**config.mk**
```make
export PLATFORM = sky130hd
export DESIGN_NAME = ascon_permutation
export DESIGN_NICKNAME = d
export VERILOG_FILES = /design/src/rtl/ascon_permutation.sv
export SDC_FILE = /design/constraint.sdc
export NUM_CORES = 2
export LEC_CHECK = 0
export BUFFER_PORTS_ARGS = -buffer_cell sky130_fd_sc_hd__buf_2
export CORE_AREA = 2 2 255 257
export DETAILED_ROUTE_END_ITERATION = 10
export DIE_AREA = 0 0 257 259
export HOLD_SLACK_MARGIN = 0.03
export PLACE_DENSITY = 0.71
export SYNTH_ARGS = -nofsm -noshare
export SYNTH_HDL_FRONTEND = slang
export SYNTH_SLANG_ARGS = --single-unit
```
**constraint.sdc**
```tcl
create_clock -name clk -period 14.6 [get_ports clk]
set_input_delay 1.46 -clock clk [delete_from_list [all_inputs] [get_ports clk]]
set_output_delay 1.46 -clock clk [all_outputs]
set_load 0.01 [all_outputs]
```
**src/rtl/ascon_permutation.sv**
```systemverilog
// Ascon 320-bit permutation p^a with a configurable number of rounds per clock.
// Jobs are taken through a valid/ready handshake and sequenced by an IDLE/RUN/DONE FSM.
module ascon_permutation #(
    parameter int UNROLL     = 1,
    parameter int MAX_ROUNDS = 12
) (
    input  logic         clk,
    input  logic         rst,
    input  logic [319:0] state_in,
    input  logic [3:0]   rounds_in,
    input  logic         in_valid,
    output logic         in_ready,
    output logic [319:0] state_out,
    output logic         out_valid,
    input  logic         out_ready,
    output logic         busy
);

    localparam logic [3:0] MAX_R = 4'(MAX_ROUNDS);
    localparam logic [3:0] STEP  = 4'(UNROLL);

    typedef enum logic [1:0] {IDLE, RUN, DONE} fsm_e;

    fsm_e         fsm_q, fsm_d;
    logic [319:0] x_q, x_d;
    logic [3:0]   rem_q, rem_d;
    logic [3:0]   idx_q, idx_d;

    logic [319:0] stage;
    logic [3:0]   step;
    logic [3:0]   eff_rounds;

    function automatic logic [63:0] ror(input logic [63:0] v, input int n);
        return (v >> n) | (v << (64 - n));
    endfunction

    function automatic logic [319:0] ascon_round(input logic [319:0] s, input logic [3:0] idx);
        logic [63:0] x0, x1, x2, x3, x4;
        logic [63:0] t0, t1, t2, t3, t4;
        logic [7:0]  rc;
        x0 = s[319:256];
        x1 = s[255:192];
        x2 = s[191:128];
        x3 = s[127:64];
        x4 = s[63:0];
        rc = 8'hF0 - 8'h0F * {4'h0, idx};
        x2[7:0] = x2[7:0] ^ rc;
        // Bit-sliced 5-bit S-box: each bit position j is one S-box column.
        x0 = x0 ^ x4;
        x4 = x4 ^ x3;
        x2 = x2 ^ x1;
        t0 = ~x0 & x1;
        t1 = ~x1 & x2;
        t2 = ~x2 & x3;
        t3 = ~x3 & x4;
        t4 = ~x4 & x0;
        x0 = x0 ^ t1;
        x1 = x1 ^ t2;
        x2 = x2 ^ t3;
        x3 = x3 ^ t4;
        x4 = x4 ^ t0;
        x1 = x1 ^ x0;
        x0 = x0 ^ x4;
        x3 = x3 ^ x2;
        x2 = ~x2;
        x0 = x0 ^ ror(x0, 19) ^ ror(x0, 28);
        x1 = x1 ^ ror(x1, 61) ^ ror(x1, 39);
        x2 = x2 ^ ror(x2, 1)  ^ ror(x2, 6);
        x3 = x3 ^ ror(x3, 10) ^ ror(x3, 17);
        x4 = x4 ^ ror(x4, 7)  ^ ror(x4, 41);
        return {x0, x1, x2, x3, x4};
    endfunction

    always_comb begin
        // NOTE: every always_comb output gets a default first so no path infers a latch.
        fsm_d = fsm_q;
        x_d   = x_q;
        rem_d = rem_q;
        idx_d = idx_q;

        // Stages past the remaining count pass the state through untouched.
        stage = x_q;
        for (int k = 0; k < UNROLL; k++) begin
            if (4'(k) < rem_q) stage = ascon_round(stage, idx_q + 4'(k));
        end
        step       = (rem_q < STEP) ? rem_q : STEP;
        eff_rounds = (rounds_in == 4'd0 || rounds_in > MAX_R) ? MAX_R : rounds_in;

        case (fsm_q)
            IDLE: begin
                if (in_valid) begin
                    x_d   = state_in;
                    rem_d = eff_rounds;
                    idx_d = MAX_R - eff_rounds;
                    fsm_d = RUN;
                end
            end
            RUN: begin
                x_d   = stage;
                rem_d = rem_q - step;
                idx_d = idx_q + step;
                if (rem_q == step) fsm_d = DONE;
            end
            DONE: begin
                if (out_ready) fsm_d = IDLE;
            end
            default: fsm_d = IDLE;
        endcase
    end

    // NOTE: sequential state uses non-blocking assignments so all flops update together.
    always_ff @(posedge clk or posedge rst) begin
        if (rst) begin
            fsm_q <= IDLE;
            x_q   <= '0;
            rem_q <= '0;
            idx_q <= '0;
        end else begin
            fsm_q <= fsm_d;
            x_q   <= x_d;
            rem_q <= rem_d;
            idx_q <= idx_d;
        end
    end

    assign in_ready  = (fsm_q == IDLE);
    assign out_valid = (fsm_q == DONE);
    assign busy      = (fsm_q == RUN);
    assign state_out = x_q;

endmodule

```
==> impl_metrics.tcl <==
set metrics [dict create \
    area_delta_synth_final_pct 18.2 \
    setup_viol_count_final 0 \
    crit_cells 17 \
    syn_inst 3486 \
    cp-endpoint "state_out[124]" \
    dp_cells 4890 \
    path_buf_inv 3 \
    overflow 0 \
    nets 4563 \
    worstRegToRegCells 17 \
    finalCritPeriodShare_pct 33.3 \
    grt_max_degree 232 \
    final.setup.tns_ns 0 \
    dieArea_mm2 0.0666 \
    insertion_delay_ns 0.61 \
    yosysWarnings 0 \
    synth_compound_area_share_pct 12.5 \
    final_common_cell "xnor2_1" \
    synthAdderAreaFrac_pct 7.52 \
    postCtsHoldBufs 0 \
    r2r-start "idx_q[2]" \
    row_count 93 \
    cts_made_buffers 44 \
    critPathTopFamily "adder cells" \
    rr_endpoint "state_out[124]" \
    cp.arrival_ns 5.38 \
    place_ws_ns 9.84 \
    wl_met1_um 56100 \
    fmax_ghz 0.206 \
    synth_top_family_by_area "XOR/XNOR gates" \
    avgSynthCellArea_um2 8.63 \
    grt_pass1_vias 27600 \
    cts_setup_buffers 0 \
    rsz0062_at_grt "no" \
    cts_root_buf "clkbuf_16" \
    rrSetupSlack_ns 9.74 \
    vias 29000 \
    endpoint_kind "flip-flop" \
    synth_seq_cells 330 \
    grt.total_usage_pct 43.4 \
    hold_violations 0 \
    period_needed_ns 4.86 \
    synth_mux_area_share_pct 2.44 \
    startpoint_type "flip-flop" \
    wl_um 148000 \
    die_w_um 257 \
    numClockSinks 330 \
    path_clk_slew_ns 0.06 \
    ctsResizeCount 0 \
    mostFrequentLayoutCells "811 x xnor2_1, 650 x buf_2, 497 x nand2_1" \
    drt-pass1-iter-count 6 \
    ios 651 \
    status "finished, final reports clean" \
    die_y_um 259 \
    worst_slack_ns 9.74 \
    layout-drive-gt1-share_pct 20.9 \
    cap_violations 0 \
    synthSimpleGateAreaFrac_pct 10.2 \
    wl_per_cell_um 29.8 \
    wl_met2_um 63500 \
    fin_cells 4962 \
    start_util_pct 47.1 \
    synthXorXnorAreaFrac_pct 35.7 \
    required_ns 15.12 \
    place_congestion 1.05 \
    met3WireLength_um 16300 \
    ant_nets 0 \
    cts_buffer_depth 3 \
    async_flop_share_pct 100 \
    synth_flop_cell "dfrtp_1" \
    fin_worst_skew_ns 0.0256 \
    io_buffers 650 \
    viasPerCell 5.84 \
    cp-startpoint "idx_q[2]" \
    drc 0 \
    final-max-slew-violation-count 0 \
    hpwl_um 120000 \
    cts_tree "built" \
    crit_slowest_cell "xnor2_2" \
    crit_type "flip-flop to flip-flop" \
    ys_seq_area_share_pct 27.5 \
    grt_pass1_wl_um 205000 \
    slew-limit-headroom_pct 8.52 \
    path_cells "inv_1, fa_1, ha_1, inv_1, ha_1, fa_1, a21o_1, a21oi_1, xnor2_1, inv_1, ha_1, xnor2_2, xnor2_2, xnor2_1, xnor2_1, a211o_1, o21ai_1" \
    hp-class "flip-flop to flip-flop" \
    antenna_found_initial 4 \
    cts.htree.levels 2 \
    highest_layer "met5" \
    synth_edf_count 0 \
    synth.distinct_cells 50 \
    slowest_delay_ns 0.65 \
    initialDrtViolationCount 3649 \
    core_mm2 0.0639 \
    worstPathMaxFanout 6 \
    worst_pin_slew_ns 1.36 \
    netlist_area_mm2 0.0301 \
]
cell type report:
class                      count  area (um^2)
fill                        6014        28300
multi-input combinational   2838        20600
sequential                   330         8260
timing repair buffer         690         3580
clock buffer                  59         1250
tap                          855         1070
inverter                     177          679
clock inverter                11          110
antenna                        2         5.00
routing by layer:
metal	global-route usage, %	up-vias
li1	-	12500
met1	55.3	14100
met2	65.8	1910
met3	9.74	470
met4	29.8	8
met5	0	-
through the flow:
step                cell area [um^2]  hold slack, ns  util [%]
floorplan                      30100           0.508         -
global placement               34200           0.520      53.5
detailed placement             34200           0.530      53.5
CTS                            35600           0.540      55.7
global route                   35600           0.577      55.7
finish                         35600           0.541      55.7
how the worst min path moves through the flow:
| stage | end | startpoint | depth (start not counted) |
|---|---|---|---|
| after CTS | rem_q[3] | rem_q[3] | 2 |
| after detailed placement | state_out[182] | state_out[182] | 2 |
| after global placement | state_out[131] | state_out[131] | 2 |
| final | state_out[146] | state_out[146] | 2 |
| after global routing | state_out[145] | state_out[145] | 2 |
| after floorplan | rem_q[3] | rem_q[3] | 2 |
flip-flops by register name, summed over array words and instances, names as in the netlist:
name,count
fsm_q,2
idx_q,4
rem_q,4
state_out,320
cell families after synthesis:
family,after synthesis
AOI/OAI and AO/OA,607
xor gates and xnor gates,1168
adders and majority gates,181
buffers and inverters,319
DFF,330
muxes,72
other,2
and+or+nand+nor,807
Yosys cell counts (3+ instances only):
cell type	number	area share, %
xnor2_1	812	24
nand2_1	498	6.2
dfrtp_1	330	27
xor2_1	291	8.5
nor2_1	288	3.6
a21oi_1	164	2.7
inv_1	161	2.0
ha_1	148	6.2
clkbuf_1	113	1.4
a31oi_1	88	1.8
o21ai_0	81	1.3
mux2i_1	71	2.4
o21ai_1	64	1.1
a211o_1	54	1.6
a22oi_1	48	1.2
xnor2_2	44	2.4
o211ai_1	42	1.0
o21a_1	39	0.97
xor2_2	18	0.97
inv_2	16	0.20
maj3_2	16	0.60
buf_1	13	0.16
buf_2	11	0.18
maj3_1	11	0.37
nand3_1	11	0.18
fa_1	6	0.40
nor3_1	4	0.067
o221ai_1	4	0.12
a211oi_1	3	0.075
a21boi_1	3	0.075
a21o_1	3	0.075
buf_6	3	0.11
o211a_1	3	0.10
o22ai_1	3	0.062
tightest hold or removal path, cell delays in order (launching register included):
cell	delay, ns
dfrtp_1	0.38
nand2_1	0.06
o21ai_0	0.07
Power is not shown: default switching activity piles up to over one toggle a cycle in this logic, so the estimate is an artifact.
